## src/rtl/ldst_sequencer.sv

```systemverilog
// Load/store/load-immediate control sequencer: IDLE plus T0..T7 microsteps driving 17 datapath strobes.
// Define LDST_SEQUENCER_TRACE_EN to add the 16-bit retired-instruction counter port instr_cnt.
module ldst_sequencer #(
  parameter int               OPC_W   = 5,
  parameter int               MEM_LAT = 1,
  parameter logic [OPC_W-1:0] OP_LD   = OPC_W'(5'b00000),
  parameter logic [OPC_W-1:0] OP_LDI  = OPC_W'(5'b00001),
  parameter logic [OPC_W-1:0] OP_ST   = OPC_W'(5'b00010),
  parameter logic [OPC_W-1:0] OP_ADD  = OPC_W'(5'b00011)
) (
  input  logic             clk,
  input  logic             clr,
  input  logic             run,
  input  logic [OPC_W-1:0] ir_opc,
  output logic [16:0]      ctrl,
  output logic [OPC_W-1:0] alu_op,
  output logic [3:0]       state,
  output logic             instr_done,
  output logic             illegal
`ifdef LDST_SEQUENCER_TRACE_EN
  ,
  output logic [15:0]      instr_cnt
`endif
);

  localparam int C_PCOUT   = 0;
  localparam int C_INCPC   = 1;
  localparam int C_MARIN   = 2;
  localparam int C_READ    = 3;
  localparam int C_WRITE   = 4;
  localparam int C_MDRIN   = 5;
  localparam int C_MDROUT  = 6;
  localparam int C_IRIN    = 7;
  localparam int C_GRA     = 8;
  localparam int C_GRB     = 9;
  localparam int C_RIN     = 10;
  localparam int C_ROUT    = 11;
  localparam int C_BAOUT   = 12;
  localparam int C_YIN     = 13;
  localparam int C_COUT    = 14;
  localparam int C_ZIN     = 15;
  localparam int C_ZLOWOUT = 16;

  localparam logic [3:0] LAT_M1 = 4'(MEM_LAT - 1);

  typedef enum logic [3:0] {
    S_IDLE = 4'd0,
    S_T0   = 4'd1,
    S_T1   = 4'd2,
    S_T2   = 4'd3,
    S_T3   = 4'd4,
    S_T4   = 4'd5,
    S_T5   = 4'd6,
    S_T6   = 4'd7,
    S_T7   = 4'd8
  } state_t;

  state_t             r_state;
  state_t             w_next;
  logic [3:0]         r_wait;
  logic [OPC_W-1:0]   r_opc;
  logic               r_illegal;
  logic [16:0]        w_ctrl;
  logic [OPC_W-1:0]   w_alu_op;
  logic               w_done;
  logic               w_set_illegal;
  logic               w_opc_legal;
  state_t             w_end_state;

  always_ff @(posedge clk or negedge clr) begin
    if (!clr) begin
      r_state   <= S_IDLE;
      r_wait    <= 4'd0;
      r_opc     <= '0;
      r_illegal <= 1'b0;
    end else begin
      r_state <= w_next;
      if (r_state == S_T3) r_opc <= ir_opc;
      if (w_set_illegal) r_illegal <= 1'b1;
      // Every entry into a memory-wait state reloads; otherwise count down to zero and hold.
      if (w_next != r_state) begin
        r_wait <= (w_next == S_T1 || w_next == S_T6 || w_next == S_T7) ? LAT_M1 : 4'd0;
      end else if (r_wait != 4'd0) begin
        r_wait <= r_wait - 4'd1;
      end
    end
  end

  assign w_opc_legal = (ir_opc == OP_LD) || (ir_opc == OP_LDI) || (ir_opc == OP_ST);
  assign w_end_state = run ? S_T0 : S_IDLE;

  always_comb begin
    w_next        = r_state;
    w_ctrl        = 17'd0;
    w_alu_op      = '0;
    w_done        = 1'b0;
    w_set_illegal = 1'b0;
    case (r_state)
      S_IDLE: begin
        if (run && !r_illegal) w_next = S_T0;
      end
      S_T0: begin
        w_ctrl[C_PCOUT] = 1'b1;
        w_ctrl[C_MARIN] = 1'b1;
        w_ctrl[C_INCPC] = 1'b1;
        w_next          = S_T1;
      end
      S_T1: begin
        w_ctrl[C_READ]  = 1'b1;
        w_ctrl[C_MDRIN] = 1'b1;
        if (r_wait == 4'd0) w_next = S_T2;
      end
      S_T2: begin
        w_ctrl[C_MDROUT] = 1'b1;
        w_ctrl[C_IRIN]   = 1'b1;
        w_next           = S_T3;
      end
      S_T3: begin
        w_ctrl[C_GRB]   = 1'b1;
        w_ctrl[C_BAOUT] = 1'b1;
        w_ctrl[C_YIN]   = 1'b1;
        if (w_opc_legal) begin
          w_next = S_T4;
        end else begin
          w_set_illegal = 1'b1;
          w_next        = S_IDLE;
        end
      end
      S_T4: begin
        w_ctrl[C_COUT] = 1'b1;
        w_ctrl[C_ZIN]  = 1'b1;
        w_alu_op       = OP_ADD;
        w_next         = S_T5;
      end
      S_T5: begin
        w_ctrl[C_ZLOWOUT] = 1'b1;
        if (r_opc == OP_LDI) begin
          w_ctrl[C_GRA] = 1'b1;
          w_ctrl[C_RIN] = 1'b1;
          w_done        = 1'b1;
          w_next        = w_end_state;
        end else begin
          w_ctrl[C_MARIN] = 1'b1;
          w_next          = S_T6;
        end
      end
      S_T6: begin
        if (r_opc == OP_LD) begin
          w_ctrl[C_READ]  = 1'b1;
          w_ctrl[C_MDRIN] = 1'b1;
          if (r_wait == 4'd0) w_next = S_T7;
        end else begin
          w_ctrl[C_GRA]   = 1'b1;
          w_ctrl[C_ROUT]  = 1'b1;
          w_ctrl[C_MDRIN] = 1'b1;
          w_next          = S_T7;
        end
      end
      S_T7: begin
        w_ctrl[C_MDROUT] = 1'b1;
        if (r_opc == OP_LD) begin
          w_ctrl[C_GRA] = 1'b1;
          w_ctrl[C_RIN] = 1'b1;
          w_done        = 1'b1;
          w_next        = w_end_state;
        end else begin
          w_ctrl[C_WRITE] = 1'b1;
          if (r_wait == 4'd0) begin
            w_done = 1'b1;
            w_next = w_end_state;
          end
        end
      end
      default: w_next = S_IDLE;
    endcase
  end

  // Outputs decode straight from reset-cleared registers, so clr drops every strobe at once.
  assign ctrl       = w_ctrl;
  assign alu_op     = w_alu_op;
  assign state      = r_state;
  assign instr_done = w_done;
  assign illegal    = r_illegal;

`ifdef LDST_SEQUENCER_TRACE_EN
  logic [15:0] r_instr_cnt;

  always_ff @(posedge clk or negedge clr) begin
    if (!clr) begin
      r_instr_cnt <= 16'd0;
    end else if (w_done) begin
      r_instr_cnt <= r_instr_cnt + 16'd1;
    end
  end

  assign instr_cnt = r_instr_cnt;
`endif

endmodule
```

## config.mk

```make
export PLATFORM = sky130hd
export DESIGN_NAME = ldst_sequencer
export DESIGN_NICKNAME = d
export VERILOG_FILES = /design/src/rtl/ldst_sequencer.sv
export SDC_FILE = /design/constraint.sdc
export NUM_CORES = 1
export LEC_CHECK = 0
export BUFFER_PORTS_ARGS = -buffer_cell sky130_fd_sc_hd__buf_4
export CAP_MARGIN = 10
export CORE_MARGIN = 2
export CORE_UTILIZATION = 44
export CTS_CLUSTER_DIAMETER = 60
export DETAILED_ROUTE_END_ITERATION = 10
export PLACE_DENSITY = 0.75
export SYNTH_ARGS = -nofsm -noshare
export SYNTH_HDL_FRONTEND = slang
export SYNTH_SLANG_ARGS = --single-unit
```

## constraint.sdc

```tcl
create_clock -name clk -period 1.92 [get_ports clk]
set_input_delay 0.192 -clock clk [delete_from_list [all_inputs] [get_ports clk]]
set_output_delay 0.192 -clock clk [all_outputs]
set_load 0.02 [all_outputs]
```

==> flow_metrics.env, run 1 <==
export IMPL_final_area_um2=1500
export IMPL_port_buffers=32
export IMPL_ios=36
export IMPL_overflow=0
export IMPL_synth_top_family_by_area="simple AND/OR/NAND/NOR gates"
export IMPL_die_x_um=51.5
export IMPL_rows=17
export IMPL_place_congestion=0.875
export IMPL_min_period_ns=2.06
export IMPL_grt_max_degree=16
export IMPL_synth_compound_area_share=0.195
export IMPL_synth_cells=113
export IMPL_final_cells=183
export IMPL_p_leak_nw=0.681
export IMPL_firstDrtPassIters=5
export IMPL_dp_cells=170
export IMPL_synth_seq_cells=14
export IMPL_post_route_period_util=1.07
export IMPL_viasPerCell=5.42
export IMPL_fillers=167
export IMPL_synthToLayoutAreaGrowth_pct=51.1
export IMPL_cts_root_buf="clkbuf_4"
export IMPL_worstPathMaxFanout=4
export IMPL_fin_worst_skew_ns=0.00153
export IMPL_final_nets=166
export IMPL_die_height_um=51.5
export IMPL_required_ns=2.09
export IMPL_clk_latency_ns=0.27
export IMPL_path_common_cell="or4_4"
export IMPL_antenna_found_initial=0
export IMPL_p_sw_w=0.000894
export IMPL_cts_tree="done"
export IMPL_place_hpwl_um=1880
export IMPL_synth_xor_area_frac=0.00882
export IMPL_avgSynthCellArea_um2=8.79
export IMPL_path_clk_slew_ns=0.08
export IMPL_crit_buf_inv=1
export IMPL_synth_adder_area_share=0.0126
export IMPL_synth_cell_types=40
export IMPL_dpl_cell_area_um2=1270
export IMPL_layout_common_cells="buf_4 (42), dfrtp_1 (14), nor2_1 (8), buf_6 (8)"
export IMPL_dieArea_um2=2650
export IMPL_cap_violations=0
export IMPL_comb_power_share=0.669
export IMPL_cts_buffer_depth=2
export IMPL_pwr_share_clk=0.081
export IMPL_arrival_ns=2.23
export IMPL_reg2reg_slack_ns=-0.14
export IMPL_design_core_area_um2=2170
export IMPL_wl_um=2650
export IMPL_run_status="complete, but fails checks"
export IMPL_p_seq_frac=0.250
export IMPL_yosys_warnings=0
export IMPL_crit_slowest_cell="or4_4"
export IMPL_synth_edff_count=0
export IMPL_grt_usage=0.213
export IMPL_num_antenna_cells=0
export IMPL_avgRoutedWirePerCell_um=14.5
export IMPL_start_util=0.458
export IMPL_ir_worst_vdd_uv=805
export IMPL_seq_area_frac_synth=0.353
export IMPL_synthMuxAreaShare=0.0453
export IMPL_crit_type="reg -> reg"
export IMPL_drc=0
export IMPL_ant_nets=0
export IMPL_critPathTopFamily="simple AND/OR/NAND/NOR gates"
export IMPL_powerDensity_nw_per_um2=1290
export IMPL_hold_path_class="in -> reg"
export IMPL_fin_ws_ns=-0.137
export IMPL_p_total_w=0.00194
export IMPL_grt_setup_unrepaired="yes"
export IMPL_grt_pass1_wl_um=4220
export IMPL_h_tree_depth=1
export IMPL_max_freq_mhz=486
export IMPL_ys_flop_type="dfrtp_1"
export IMPL_dr_first_iter_drc_count=16
export IMPL_numCtsBuffers=3
export IMPL_report_final_slew_viol_count=0
export IMPL_syn_area_um2=993
export IMPL_drive_gt1_frac=0.503
export IMPL_hold_slack_ns=0.139
export IMPL_violations="negative setup slack"
export IMPL_path_cells="or4_4, buf_6, or4_4, o221a_4, a2111oi_4"
export IMPL_post_place_ws_ns=0.0278
export IMPL_max_stage_delay_ns=0.57
export IMPL_cts_sinks=14
export IMPL_p_sw_frac=0.460
export IMPL_finalSetupViolCount=6
export IMPL_p_int_w=0.00105
export IMPL_startpoint_type="flop"
export IMPL_hold_violations=0
export IMPL_vias=992
export IMPL_synthArstFlopShare=1.00
export IMPL_synth_simple_area_share=0.271
export IMPL_final_common_cell="buf_4"
export IMPL_grt_pass1_vias=930
export IMPL_worstSetupEndpointType="flop"
[through the flow]
step                      utilization  setup TNS (ns)
after CTS                       0.646          -0.471
after detailed placement        0.585               0
final                           0.692          -0.466
after global placement          0.585               0
after floorplan                     -               0
after global routing            0.692          -0.999
[logic make-up after synthesis]
group                      count (synthesis)
AOI/OAI and AO/OA                         26
xor gates and xnor gates                   1
adders and majority gates                  1
buffers and inverters                     20
DFF                                       14
muxes                                      4
other                                      1
and+or+nand+nor                           46
[cell usage after synthesis (3+ instances only)]
| master | number | share of area |
|---|---|---|
| nor2_1 | 10 | 0.038 |
| dfrtp_1 | 14 | 0.35 |
| nand3_1 | 3 | 0.015 |
| a21oi_1 | 8 | 0.040 |
| mux2_2 | 4 | 0.045 |
| nand2b_1 | 5 | 0.031 |
| o21ai_0 | 3 | 0.015 |
| o211ai_1 | 3 | 0.023 |
| nand2_1 | 5 | 0.019 |
| inv_1 | 6 | 0.023 |
| nor3_1 | 5 | 0.025 |
| clkbuf_1 | 4 | 0.015 |
| buf_4 | 9 | 0.068 |
[what timing repair did]
| action | in CTS | in global routing |
|---|---|---|
| hold endpoints to repair | 14 | 0 |
| hold buffers | 1 | 0 |
| gates resized for setup | 17 | 11 |
| buffers inserted | 3 | 6 |
| pin swaps | 5 | 7 |
| endpoints found under the setup margin | 6 | 14 |
[power by group through the flow]
stage	registers (W)	clock network, W	logic [W]
2_1_floorplan	0.000498	0	0.000664
5_1_grt	0.000500	0.000177	0.00140
3_3_place_gp	0.000468	0	0.00107
6_report	0.000486	0.000157	0.00130
4_1_cts	0.000485	0.000162	0.00118
3_5_place_dp	0.000476	0	0.00108
[final timing paths]
| check | from | end | cells after the start |
|---|---|---|---|
| worst max-delay path | r_opc[1] | r_wait[1] | 5 |
| worst min-delay path | ir_opc[0] | r_opc[0] | 3 |
| worst max register to register | r_opc[1] | r_wait[1] | 5 |
| worst min register to register | illegal | illegal | 1 |
| max in group asynchronous | clr | r_opc[1] | 2 |
| min in group asynchronous | clr | r_wait[3] | 2 |
[area by class of cell]
class	count	area (um^2)	area share
clock buffer	3	22.5	0.0150
sequential	14	350	0.233
tap	28	35.0	0.0233
inverter	6	22.5	0.0150
multi-input combinational	81	656	0.437
timing repair buffer	51	415	0.277
[flip-flops by register name (all words and copies together) (netlist names)]
signal / cells
state: 4
r_opc: 5
illegal: 1
r_wait: 4
[worst register-to-register path, delay by kind of cell, from the launching register on]
| family | cells | cell delay [ns] |
|---|---|---|
| AO/OA/AOI/OAI | 2 | 0.43 |
| buffers and inverters | 1 | 0.14 |
| flip-flops | 1 | 0.38 |
| AND/OR/NAND/NOR | 2 | 1.01 |
[routing by layer]
metal	routed length, um	part of all wire	GRT usage	vias to the layer above
met2	1350	0.51	0.353	40
met1	1090	0.41	0.280	465
met4	37	0.014	0.0439	0
met5	0	0	0	-
li1	-	-	-	483
met3	178	0.067	0.0546	4
(Power assumes the default switching activity.)
==> run 2, diff against run 1 <==
--- a/config.mk
+++ b/config.mk
@@ -11,7 +11,7 @@
 export CORE_UTILIZATION = 44
 export CTS_CLUSTER_DIAMETER = 60
 export DETAILED_ROUTE_END_ITERATION = 10
-export PLACE_DENSITY = 0.75
+export PLACE_DENSITY = 0.82
 export SYNTH_ARGS = -nofsm -noshare
 export SYNTH_HDL_FRONTEND = slang
 export SYNTH_SLANG_ARGS = --single-unit
==> flow_metrics.env, run 2 (synthesis gave the netlist of run 1 again) <==
export IMPL_grt_pass1_wl_um=4380
export IMPL_die_x_um=51.5
export IMPL_numCtsBuffers=3
export IMPL_ios=36
export IMPL_drive_gt1_frac=0.510
export IMPL_avgRoutedWirePerCell_um=15.7
export IMPL_reg2reg_slack_ns=-0.14
export IMPL_vias=1067
export IMPL_dr_first_iter_drc_count=24
export IMPL_hp_start="ir_opc[0]"
export IMPL_grt_setup_unrepaired="yes"
export IMPL_regArea_um2=350
export IMPL_fin_worst_skew_ns=0.00292
export IMPL_place_hpwl_um=1940
export IMPL_place_congestion=0.888
export IMPL_synthToLayoutAreaGrowth_pct=48.6
export IMPL_grt_pass1_vias=956
export IMPL_startpoint_type="flop"
export IMPL_multiInputGateArea_um2=642
export IMPL_rr_worst_depth=5
export IMPL_hold_depth=3
export IMPL_design_core_area_um2=2170
export IMPL_antenna_found_initial=0
export IMPL_dieArea_um2=2650
export IMPL_dp_cells=171
export IMPL_largest_reg_flops=5
export IMPL_drc=0
export IMPL_hold_path_class="in -> reg"
export IMPL_wl_um=2880
export IMPL_fin_ws_ns=-0.144
export IMPL_min_period_ns=2.06
export IMPL_report_final_slew_viol_count=0
export IMPL_cp_startpoint="r_opc[2]"
export IMPL_firstDrtPassIters=4
export IMPL_start_util=0.458
export IMPL_hold_slack_ns=0.120
export IMPL_ir_worst_vdd_uv=951
export IMPL_num_antenna_cells=0
export IMPL_grt_usage=0.217
export IMPL_worstSetupEndpointType="flop"
export IMPL_powerDensity_nw_per_um2=1320
export IMPL_max_freq_mhz=485
export IMPL_final_nets=166
export IMPL_hold_violations=0
export IMPL_required_ns=2.10
export IMPL_port_buffers=32
export IMPL_clk_latency_ns=0.28
export IMPL_crit_type="reg -> reg"
export IMPL_top_register="r_opc"
export IMPL_ant_nets=0
export IMPL_cts_buffer_depth=2
export IMPL_layout_common_cells="buf_4 (45), dfrtp_1 (14), nor2_1 (8)"
export IMPL_final_cells=183
export IMPL_grt_max_degree=16
export IMPL_arrival_ns=2.25
export IMPL_final_common_cell="buf_4"
export IMPL_rr_endpoint="r_wait[1]"
export IMPL_viasPerCell=5.83
export IMPL_fillers=180
export IMPL_run_status="complete, but fails checks"
export IMPL_path_clk_slew_ns=0.08
export IMPL_cap_violations=0
export IMPL_post_route_util=0.681
export IMPL_finalSetupViolCount=9
export IMPL_hold_end="r_opc[0]"
export IMPL_r2r_start="r_opc[2]"
export IMPL_cts_sinks=14
export IMPL_worstPathMaxFanout=4
export IMPL_overflow=0
export IMPL_p_leak_nw=0.675
export IMPL_cts_tree="done"
export IMPL_die_height_um=51.5
export IMPL_post_route_period_util=1.07
export IMPL_cts_root_buf="clkbuf_4"
export IMPL_violations="negative setup slack"
export IMPL_h_tree_depth=1
export IMPL_rows=17
run 2: cell count changes in the layout (fill, tap and decap cells not counted):
cell,change
buf_4,+3
ha_4,-1
o22ai_1,+1
buf_6,-3
ha_2,+1
nor3_2,+1
a211oi_1,-1
o21ai_2,+1
o22ai_2,-1
nor3_4,-1
a211oi_2,+1
o21ai_0,-1
run 2: cell type report:
type | instances | share of cell area
clock buffer | 3 | 0.0153
tap | 28 | 0.0237
multi-input combinational | 81 | 0.435
sequential | 14 | 0.237
inverter | 6 | 0.0153
timing repair buffer | 51 | 0.274
run 2: worst max-delay path by stage:
stage / cells past startpoint / slack (ns) / endpoint
6_report: 5 / -0.14 / r_wait[1]
5_1_grt: 5 / -0.16 / r_wait[1]
2_1_floorplan: 5 / 0.004 / ctrl[8]
4_1_cts: 6 / -0.12 / ctrl[3]
3_3_place_gp: 4 / 0.06 / r_wait[1]
3_5_place_dp: 4 / 0.01 / r_wait[1]
run 2: stage by stage:
step                      setup TNS, ns  power (W)  setup WS [ns]  instance area [um^2]
after floorplan                       0    0.00116        0.00354                  1010
after global placement                0    0.00152         0.0634                  1280
after detailed placement              0    0.00156         0.0101                  1280
after CTS                        -0.352    0.00187         -0.121                  1420
after global routing              -1.10    0.00207         -0.160                  1480
final                            -0.704    0.00195         -0.144                  1480
run 2: layer usage:
layer	wire length, um	GRT usage	part of all wire
met1	1120	0.293	0.39
met5	0	0	0
met2	1500	0.376	0.52
met3	231	0.0172	0.080
met4	29	0.0570	0.010
run 2: where the power goes:
group | internal (W) | switching [W] | total, W | leakage (nW)
registers | 0.000384 | 0.000104 | 0.000488 | 0.177
logic | 0.000576 | 0.000719 | 0.00130 | 0.484
clock network | 0.0000728 | 0.0000959 | 0.000169 | 0.0138
run 2: worst max-delay path, cell delays in order, from the launching register on:
cell	delay, ns
dfrtp_1	0.41
or4_4	0.56
buf_6	0.14
or4_4	0.52
o221a_4	0.16
a2111oi_4	0.18
run 2: timing repair:
action,4_1_cts,5_1_grt
hold buffers,1,0
resized for setup,16,9
setup endpoints to repair,7,11
endpoints found under the hold margin,14,0
pin swaps,6,9
buffers inserted,5,4
